--- config.mk ---
export PLATFORM = sky130hd
export DESIGN_NAME = uart_rx_buffered
export DESIGN_NICKNAME = d
export VERILOG_FILES = /design/src/rtl/uart_pkg.sv /design/src/rtl/sync_fifo.sv /design/src/rtl/uart_rx_buffered.sv
export SDC_FILE = /design/constraint.sdc
export NUM_CORES = 1
export LEC_CHECK = 0
export CAP_MARGIN = 20
export CORE_AREA = 5 5 136 105
export DETAILED_ROUTE_END_ITERATION = 10
export DIE_AREA = 0 0 141 110
export PLACE_DENSITY = 0.57
export SLEW_MARGIN = 20
export SYNTH_ARGS = -nofsm -noshare
export SYNTH_HDL_FRONTEND = slang
export SYNTH_SLANG_ARGS = --single-unit
--- constraint.sdc ---
create_clock -name clock_input -period 2.7 [get_ports clock_input]
set_input_delay 0.27 -clock clock_input [delete_from_list [all_inputs] [get_ports clock_input]]
set_output_delay 0.27 -clock clock_input [all_outputs]
set_load 0.01 [all_outputs]
--- src/rtl/uart_pkg.sv ---
// Shared UART definitions: receiver FSM state encoding, frame width and the
// default bit period used by both the receiver and the transmitter.
package uart_pkg;

    localparam int DATA_BITS              = 8;
    localparam int DEFAULT_CLOCKS_PER_BIT = 139;   // 16 MHz / 115200 baud

    typedef enum logic [2:0] {
        IDLE   = 3'd0,
        START  = 3'd1,
        DATA   = 3'd2,
        PARITY = 3'd3,
        STOP   = 3'd4,
        BREAK  = 3'd5
    } rx_state_t;

endpackage

--- src/rtl/sync_fifo.sv ---
// Single-clock FIFO with push/pop handshake, full/empty flags and occupancy
// count. A push while full succeeds only if a pop happens in the same cycle;
// a pop while empty is ignored. Head entry is shown combinationally and reads
// as zero when empty.
module sync_fifo #(
    parameter int WIDTH      = 8,
    parameter int DEPTH_LOG2 = 3
)(
    input  logic                  clk,
    input  logic                  reset,
    input  logic                  push,
    input  logic [WIDTH-1:0]      push_data,
    input  logic                  pop,
    output logic [WIDTH-1:0]      head_data,
    output logic                  full,
    output logic                  empty,
    output logic [DEPTH_LOG2:0]   count
);

    localparam int DEPTH = 2 ** DEPTH_LOG2;
    localparam logic [DEPTH_LOG2:0]   CNT_ONE  = (DEPTH_LOG2 + 1)'(1);
    localparam logic [DEPTH_LOG2:0]   CNT_FULL = (DEPTH_LOG2 + 1)'(DEPTH);
    localparam logic [DEPTH_LOG2-1:0] PTR_ONE  = DEPTH_LOG2'(1);

    logic [WIDTH-1:0]      mem [DEPTH];
    logic [DEPTH_LOG2-1:0] wr_ptr_reg;
    logic [DEPTH_LOG2-1:0] rd_ptr_reg;
    logic [DEPTH_LOG2:0]   count_reg;
    logic                  do_pop;
    logic                  do_push;

    assign empty     = (count_reg == '0);
    assign full      = (count_reg == CNT_FULL);
    assign do_pop    = pop && !empty;
    assign do_push   = push && (!full || do_pop);
    assign count     = count_reg;
    assign head_data = empty ? '0 : mem[rd_ptr_reg];

    // Storage write; contents need no reset because count gates visibility.
    always_ff @(posedge clk) begin
        if (do_push) begin
            mem[wr_ptr_reg] <= push_data;
        end
    end

    // Pointer and occupancy bookkeeping; pointers wrap naturally.
    always_ff @(posedge clk or posedge reset) begin
        if (reset) begin
            wr_ptr_reg <= '0;
            rd_ptr_reg <= '0;
            count_reg  <= '0;
        end else begin
            if (do_push) begin
                wr_ptr_reg <= wr_ptr_reg + PTR_ONE;
            end
            if (do_pop) begin
                rd_ptr_reg <= rd_ptr_reg + PTR_ONE;
            end
            case ({do_push, do_pop})
                2'b10:   count_reg <= count_reg + CNT_ONE;
                2'b01:   count_reg <= count_reg - CNT_ONE;
                default: ;
            endcase
        end
    end

endmodule

--- src/rtl/uart_rx_buffered.sv ---
// 8N1 UART receiver with a byte FIFO drained through a ready/valid port.
// rx is double-flopped, a start edge is confirmed at half a bit period, and
// every later bit is sampled one full period apart (mid-bit). Bad stop bits
// raise a sticky frame_error and park the FSM until the line returns high.
// Optional build macro UART_RX_PARITY_EN adds a parity bit after the data
// bits, the parity_odd input and the sticky parity_error output.
module uart_rx_buffered
    import uart_pkg::*;
#(
    parameter int CLOCKS_PER_BIT  = DEFAULT_CLOCKS_PER_BIT,
    parameter int FIFO_DEPTH_LOG2 = 3
)(
    input  logic                      clock_input,
    input  logic                      reset,
    input  logic                      rx,
    output logic [DATA_BITS-1:0]      data_out,
    output logic                      data_valid,
    input  logic                      data_ready,
    output logic [FIFO_DEPTH_LOG2:0]  fifo_count,
    output logic                      overflow,
    output logic                      frame_error,
`ifdef UART_RX_PARITY_EN
    input  logic                      parity_odd,
    output logic                      parity_error,
`endif
    input  logic                      clear_errors
);

    localparam int CNT_W = $clog2(CLOCKS_PER_BIT + 1);
    localparam int IDX_W = $clog2(DATA_BITS);
    localparam logic [CNT_W-1:0] FULL_BIT = CNT_W'(CLOCKS_PER_BIT);
    localparam logic [CNT_W-1:0] HALF_BIT = CNT_W'(CLOCKS_PER_BIT / 2);
    localparam logic [CNT_W-1:0] CNT_ONE  = CNT_W'(1);
    localparam logic [IDX_W-1:0] IDX_ONE  = IDX_W'(1);
    localparam logic [IDX_W-1:0] IDX_LAST = IDX_W'(DATA_BITS - 1);

    logic [1:0]           sync_reg;
    logic                 rx_s;
    rx_state_t            state_reg;
    rx_state_t            state_next;
    logic [CNT_W-1:0]     cnt_reg;
    logic [IDX_W-1:0]     bit_idx_reg;
    logic [DATA_BITS-1:0] shift_reg;
    logic                 expire;
    logic                 last_bit;
    logic                 push;
    logic                 frame_evt;
    logic                 overflow_evt;
    logic                 fifo_full;
    logic                 fifo_empty;
    logic                 overflow_reg;
    logic                 frame_error_reg;
`ifdef UART_RX_PARITY_EN
    logic                 parity_expected;
    logic                 parity_bad_reg;
    logic                 parity_evt;
    logic                 parity_error_reg;
`endif

    // Counter reaching one marks the sample point for the current bit.
    assign expire   = (cnt_reg == CNT_ONE);
    assign last_bit = (bit_idx_reg == IDX_LAST);
    assign rx_s     = sync_reg[1];

`ifdef UART_RX_PARITY_EN
    // Even parity: the parity bit equals the XOR of the data; odd inverts it.
    assign parity_expected = (^shift_reg) ^ parity_odd;
`endif

    // Two-flop synchronizer; resets to the idle (high) line level.
    always_ff @(posedge clock_input or posedge reset) begin
        if (reset) begin
            sync_reg <= 2'b11;
        end else begin
            sync_reg <= {sync_reg[0], rx};
        end
    end

    // FSM state register.
    always_ff @(posedge clock_input or posedge reset) begin
        if (reset) begin
            state_reg <= IDLE;
        end else begin
            state_reg <= state_next;
        end
    end

    // FSM next-state logic.
    always_comb begin
        state_next = state_reg;
        case (state_reg)
            IDLE:    if (!rx_s) state_next = START;
            START:   if (expire) state_next = rx_s ? IDLE : DATA;
`ifdef UART_RX_PARITY_EN
            DATA:    if (expire && last_bit) state_next = PARITY;
            PARITY:  if (expire) state_next = STOP;
`else
            DATA:    if (expire && last_bit) state_next = STOP;
`endif
            STOP:    if (expire) state_next = rx_s ? IDLE : BREAK;
            BREAK:   if (rx_s) state_next = IDLE;
            default: state_next = IDLE;
        endcase
    end

    // FSM outputs: FIFO push and error events, all decided at the stop/parity sample.
    always_comb begin
        push      = 1'b0;
        frame_evt = 1'b0;
`ifdef UART_RX_PARITY_EN
        parity_evt = 1'b0;
`endif
        case (state_reg)
            STOP: begin
                if (expire) begin
                    if (rx_s) begin
`ifdef UART_RX_PARITY_EN
                        push = !parity_bad_reg;
`else
                        push = 1'b1;
`endif
                    end else begin
                        frame_evt = 1'b1;
                    end
                end
            end
`ifdef UART_RX_PARITY_EN
            PARITY: begin
                if (expire && (rx_s != parity_expected)) begin
                    parity_evt = 1'b1;
                end
            end
`endif
            default: ;
        endcase
    end

    // Bit timer, bit index and LSB-first shift register.
    always_ff @(posedge clock_input or posedge reset) begin
        if (reset) begin
            cnt_reg     <= '0;
            bit_idx_reg <= '0;
            shift_reg   <= '0;
`ifdef UART_RX_PARITY_EN
            parity_bad_reg <= 1'b0;
`endif
        end else begin
            case (state_reg)
                IDLE:    cnt_reg <= HALF_BIT;
                BREAK:   ;
                default: cnt_reg <= expire ? FULL_BIT : (cnt_reg - CNT_ONE);
            endcase
            if (state_reg == START) begin
                bit_idx_reg <= '0;
`ifdef UART_RX_PARITY_EN
                parity_bad_reg <= 1'b0;
`endif
            end
            if ((state_reg == DATA) && expire) begin
                shift_reg   <= {rx_s, shift_reg[DATA_BITS-1:1]};
                bit_idx_reg <= bit_idx_reg + IDX_ONE;
            end
`ifdef UART_RX_PARITY_EN
            if (parity_evt) begin
                parity_bad_reg <= 1'b1;
            end
`endif
        end
    end

    // A push into a full FIFO is lost unless the consumer pops in the same cycle.
    assign overflow_evt = push && fifo_full && !(data_ready && data_valid);

    // Sticky error flags; a new error in the clearing cycle wins.
    always_ff @(posedge clock_input or posedge reset) begin
        if (reset) begin
            overflow_reg    <= 1'b0;
            frame_error_reg <= 1'b0;
`ifdef UART_RX_PARITY_EN
            parity_error_reg <= 1'b0;
`endif
        end else begin
            if (overflow_evt) begin
                overflow_reg <= 1'b1;
            end else if (clear_errors) begin
                overflow_reg <= 1'b0;
            end
            if (frame_evt) begin
                frame_error_reg <= 1'b1;
            end else if (clear_errors) begin
                frame_error_reg <= 1'b0;
            end
`ifdef UART_RX_PARITY_EN
            if (parity_evt) begin
                parity_error_reg <= 1'b1;
            end else if (clear_errors) begin
                parity_error_reg <= 1'b0;
            end
`endif
        end
    end

    assign overflow    = overflow_reg;
    assign frame_error = frame_error_reg;
`ifdef UART_RX_PARITY_EN
    assign parity_error = parity_error_reg;
`endif
    assign data_valid  = !fifo_empty;

    sync_fifo #(
        .WIDTH      (DATA_BITS),
        .DEPTH_LOG2 (FIFO_DEPTH_LOG2)
    ) u_fifo (
        .clk       (clock_input),
        .reset     (reset),
        .push      (push),
        .push_data (shift_reg),
        .pop       (data_ready),
        .head_data (data_out),
        .full      (fifo_full),
        .empty     (fifo_empty),
        .count     (fifo_count)
    );

endmodule

; Word level (Yosys, flattened, before mapping)
; Memories as Yosys holds them, arrays and structs flattened.
; Cells that the tools add are included.
[op_classes]
add_sub_neg = 6
n_eq_ne = 14
mux = 25
reduce_logical = 17
[ops]
columns = operator, count
row1 = $mux 3, 8
row2 = $mux 8, 2
row3 = $pmux 8 s2, 1
row4 = $pmux 3 s5, 1
row5 = $mux 1, 11
row6 = $ne 2x2->1 const B, 5
row7 = $add 3x1->3 const B, 3
row8 = $eq 3x3->1 const B, 3
row9 = $eq 8x1->1 const B, 1
row10 = $pmux 4 s2, 1
row11 = $reduce_bool 2->1, 4
row12 = $sub 8x1->8 const B, 1
row13 = $logic_and 1x1->1, 6
row14 = $reduce_and 5->1, 1
row15 = $add 4x1->4 const B, 1
row16 = $eq 4x4->1 const B, 1
row17 = $logic_not 4->1, 1
row18 = $sub 4x1->4 const B, 1
row19 = $eq 3x1->1 const B, 1
row20 = $eq 3x2->1 const B, 1
row21 = $logic_not 1->1, 3
row22 = $logic_not 3->1, 1
row23 = $eq 2x1->1 const B, 1
row24 = $eq 2x2->1 const B, 1
row25 = other kinds (2), 2
[word_totals]
register_bits = 36
mem_bits_rw = 64
input_bits = 5
out_inout_bits = 15
word_cells = 73
n_memories = 1
[memory_table]
columns = memory, words, word_bits, rd, rd_clocked_by_memory_dff, wr, line_no
row1 = u_fifo.mem, 8, 8, 1, 0, 1, sync_fifo.sv:25  ; logic [WIDTH-1:0] mem [DEPTH];

; Longest topological paths before layout
; Gate-level depths: netlist (run 1).
[depth]
depth_word = 7
depth_mapped = 10
mapped_depth_nobuf = 10

; By module
; From an unflattened synthesis (run 1), not the netlist that was laid out.
[unflattened]
hier_cells = 290
hier_area_um2 = 4366.7
[modules_own_cells]
columns = module, n_inst, cells_each, area_per_inst_um2, seq_area_each_um2
row1 = sync_fifo, 1, 173, 3101.7, 2172.1
row2 = uart_rx_buffered, 1, 117, 1265.0, 653.1

; Least setup slack after synthesis (run 1)
; OpenSTA, ideal clock, no wires.
[synth_timing]
path_kind = input-to-reg
from = in cnt_reg[1]
to = mem u_fifo.mem[0][0] (enable)
setup_time_ps = 395
t_arrival_ps = 2282
required_time_ps = 2305
slack_ps = 23
path_stages = 8
n_path_buf = 1
cell_sequence = dfrtp_1 inv_1 ha_1 nor3b_4 and4_1 buf_2 nand2_1 nor4_1
[synth_between]
elab_chain_len = 6
[synth_lines]
columns = element, line_no
row1 = "start, declared", uart_rx_buffered.sv:41  ; logic [CNT_W-1:0] cnt_reg;
row2 = $eq 8x1->1, uart_rx_buffered.sv:61  ; assign expire = (cnt_reg == CNT_ONE);
row3 = $mux 1, uart_rx_buffered.sv:115  ; if (expire) begin
row4 = $mux 1, uart_rx_buffered.sv:113  ; case (state_reg)
row5 = $logic_and 1x1->1, sync_fifo.sv:35  ; assign do_push = push && (!full || do_pop);
row6 = $mux 1, sync_fifo.sv:41  ; if (do_push) begin
row7 = $mux 1 (implied by the code), sync_fifo.sv:42  ; mem[wr_ptr_reg] <= push_data;
row8 = "end, declared", sync_fifo.sv:25
; Every way passes these cells.

; Final worst setup path (run 1)
[layout_timing]
from = in u_fifo.rd_ptr_reg[0]
to = out data_out[2]
[layout_between]
elab_chain_len = 2
[layout_lines]
columns = element, line_no
row1 = "start, declared", sync_fifo.sv:27  ; logic [DEPTH_LOG2-1:0] rd_ptr_reg;
row2 = $mem_v2 8x8, --
row3 = $mux 8, sync_fifo.sv:37  ; assign head_data = empty ? '0 : mem[rd_ptr_reg];
row4 = "end, declared", uart_rx_buffered.sv:16  ; output logic [DATA_BITS-1:0] data_out,
; Every way passes these cells.

==> impl_metrics.toml, run 1 <==
[worst_setup_path]
end_kind = "output pin"
arrival_ns = 2.23
crit_family = "multiplexers"
r2r_slack_ns = 0.39
crit_fanout = 18
reg2reg_from = "state_reg[0]"
critical_path_buf_inv_count = 2
cp-start-kind = "flip-flop"
crit_cells = 5
setup.worst_path.start = "u_fifo.rd_ptr_reg[0]"
worstPathRequired_ns = 2.43
cp-endpoint = "data_out[2]"
path_cells = "buf_12, mux4_2, mux2i_1, nor2_1, clkdlybuf4s50_1"
worstSetupPathType = "reg -> out"
slowest_delay_ns = 0.52
rr_worst_depth = 8
r2r-end = "u_fifo.count[2]"
critPathSlowestCell = "mux4_2"

[floorplan]
core_mm2 = 0.0128
start_util_pct = 34.2
die-area_mm2 = 0.0155
io_pins = 20
core.rowCount = 36
die_w_um = 141
dieHeight_um = 110

[timing]
skew_ns = 0.0101
max_freq_mhz = 401
min_period_over_period_pct = 92.4
worst_pin_slew_ns = 0.571
setup_ws_ns = 0.204
holdWs_ns = 0.330
max-slew-margin-rel_pct = 61.9
tns_ns = 0
rsz0062_at_grt = "no"
hold_viol_final = 0
finalSetupViolations = 0
maxSlewViolCount = 0
fin_crit_ns = 2.50

[power_and_ir_drop]
vdd_ir_drop_max_uv = 302
p_int_mw = 2.27
sequentialPowerShare_pct = 56.2
power_density_mw_per_mm2 = 557
p_sw_uw = 608
power.leakage_nw = 2.03
pwr-share-comb_pct = 0.7
p_total_mw = 2.88
p_clk_share_pct = 43.1
swShare_pct = 21.1

[final_layout]
syn2layout_area_growth_pct = 18.2
largest_register_ff_count = 64
finish.utilization_pct = 40.4
final_nets = 340
num_antenna_cells = 0
drive_above_1_share_pct = 21.0
fill_cells = 1196

[run]
cap_violations = 0

[routing]
drt_iter0_drc = 208
avgViaCountPerCell = 4.96
dr.pass1.iters = 4
vias = 2498
wl_per_cell_um = 16.4
ant_nets = 0
drc = 0
wirelength_um = 8240

[placement]
io_buffers = 19
dp_hpwl_um = 5650
gp_congestion = 0.785
dpl_worst_slack_ns = 0.410

[clock_tree]
clk_latency_ns = 0.34
cts_buffers = 9
htree_levels = 3
clock-root-buffer = "clkbuf_16"
cts_setup_buffers = 0
cts_tree = "yes"
cts-hold-fix-buffers = 0
cts.sinks = 100
cts_resized = 0
cts.path.max_buffers = 2
clkTransAtPathRegs_ns = 0.08

[global_routing]
grt_usage_pct = 11.5
grt_first_pass_wirelength_um = 13700
grt_pass1_vias = 2559
grt_max_degree = 37
grt_overflow = 0
antenna_found_initial = 0

[logic_synthesis]
netlist_instances = 293
async_reset_ff_share_pct = 36.0
synth_area_per_cell_um2 = 14.9
synth_cell_types = 48
syn-cell-area_mm2 = 0.00437
yosysWarnings = 0
ys_ff_latch = 100
synth-edff-count = 64
synth_nets = 305
ys_seq_area_share_pct = 64.6
ys.flop_type = "edfxtp_1"

[hold_path]
hold_path_class = "in -> async"

[status]
status = "finished, final reports clean"
## worst register-to-register path, stage by stage, from the launching register on
cell     delay (ns)
dfrtp_1        0.53
nor3b_1        0.40
nand4_1        0.25
nand2_1        0.14
xnor2_1        0.07
ha_1           0.20
or3_1          0.34
mux2i_1        0.16
xor2_1         0.15
## metal layers
metal  vias up  routed length (µm)  GRT usage, %  part of all wire [%]
met2        46                3890          18.8                    47
met3         2                 390          3.19                   4.7
li1       1189                   -             -                     -
met1      1261                3930          15.6                    48
met4         0                  24          2.49                  0.29
met5         -                   0             0                     0
## power groups by stage
stage,combinational [mW],clock [mW],sequential [mW]
after floorplan,0.00872,0,1.65
after global placement,0.0204,0,1.65
after detailed placement,0.0210,0,1.65
after CTS,0.0210,1.28,1.62
after global routing,0.0233,1.34,1.62
final,0.0197,1.24,1.62
## cells in the mapped netlist (2+ instances only)
library cell / n / area [µm²]
o21ai_0: 5 / 25.0
o211ai_1: 2 / 15.0
nor3_1: 8 / 40.0
edfxtp_1: 64 / 1920
nor4_1: 2 / 12.5
nand3_1: 13 / 65.1
buf_2: 7 / 35.0
nor2_1: 19 / 71.3
nand2_1: 12 / 45.0
inv_1: 9 / 33.8
dfstp_2: 2 / 52.6
dfrtp_1: 34 / 851
xor2_1: 2 / 17.5
mux2_1: 2 / 22.5
nand2b_1: 7 / 43.8
mux4_2: 16 / 360
o221a_2: 3 / 33.8
nor2b_1: 2 / 12.5
mux2i_1: 11 / 110
ha_1: 7 / 87.6
nor3b_1: 3 / 22.5
clkbuf_1: 5 / 18.8
and2_1: 2 / 12.5
a21oi_1: 10 / 50.1
or3_1: 2 / 12.5
mux2_2: 8 / 90.1
xnor2_1: 6 / 52.6
nand4_1: 3 / 18.8
o22ai_1: 5 / 31.3
a31oi_1: 2 / 12.5
a2bb2oi_1: 3 / 26.3
## worst min-delay path by stage
| stage | startpoint | end |
|---|---|---|
| after global routing | rx | sync_reg[0] |
| final | reset | u_fifo.count[0] |
| after floorplan | rx | sync_reg[0] |
| after detailed placement | sync_reg[0] | sync_reg[1] |
| after global placement | sync_reg[0] | sync_reg[1] |
| after CTS | rx | sync_reg[0] |
## final cells by class
| cell class | instances | area, µm² | area share [%] |
|---|---|---|---|
| Timing Repair Buffer | 38 | 358 | 6.92 |
| Clock buffer | 9 | 225 | 4.36 |
| Multi-Input combinational cell | 169 | 1450 | 28.0 |
| Tap cell | 171 | 214 | 4.14 |
| Clock inverter | 7 | 63.8 | 1.23 |
| Sequential cell | 100 | 2830 | 54.6 |
| Inverter | 10 | 37.5 | 0.726 |
## kinds of logic after synthesis
kind of cell	count (synthesis)	synth area share, %
buffers and inverters	24	2.35
adders and majority gates	7	2.00
AOI/OAI and AO/OA	37	6.01
and+or+nand+nor	79	9.81
muxes	38	13.6
DFF	100	64.6
xor gates and xnor gates	8	1.60
## placed cells by master (no fill, tap or decap), types with 7 or more instances in the layout
master / netlist / routed
nor3_1: 8 / 8
mux2_2: 8 / 8
mux2i_1: 11 / 11
clkbuf_16: 0 / 9
nand3_1: 13 / 13
a21oi_1: 10 / 10
clkdlybuf4s50_1: 0 / 19
buf_4: 1 / 17
nand2_1: 12 / 12
edfxtp_1: 64 / 64
ha_1: 7 / 7
dfrtp_1: 34 / 34
nand2b_1: 7 / 7
mux4_2: 16 / 16
nor2_1: 19 / 19
inv_1: 9 / 9
## per-stage QoR
step                cell area (µm²)  cells
floorplan                      4370    293
global placement               4880    488
detailed placement             4880    488
CTS                            5170    504
global route                   5170    504
finish                         5170    504
Power figures use the tool's default switching activity.
==> run 2, diff against run 1 <==
--- a/config.mk
+++ b/config.mk
@@ -5,7 +5,7 @@
 export SDC_FILE = /design/constraint.sdc
 export NUM_CORES = 1
 export LEC_CHECK = 0
-export CAP_MARGIN = 20
+export CAP_MARGIN = 5
 export CORE_AREA = 5 5 136 105
 export DETAILED_ROUTE_END_ITERATION = 10
 export DIE_AREA = 0 0 141 110
==> results of run 2 <==
Same layout as run 1: the final DEF is identical, and so are final timing and power.
==> run 3, diff against run 2 <==
--- a/config.mk
+++ b/config.mk
@@ -9,6 +9,7 @@
 export CORE_AREA = 5 5 136 105
 export DETAILED_ROUTE_END_ITERATION = 10
 export DIE_AREA = 0 0 141 110
+export HOLD_SLACK_MARGIN = 0.15
 export PLACE_DENSITY = 0.57
 export SLEW_MARGIN = 20
 export SYNTH_ARGS = -nofsm -noshare
==> results of run 3 <==
Same layout as run 1: the final DEF is identical, and so are final timing and power.
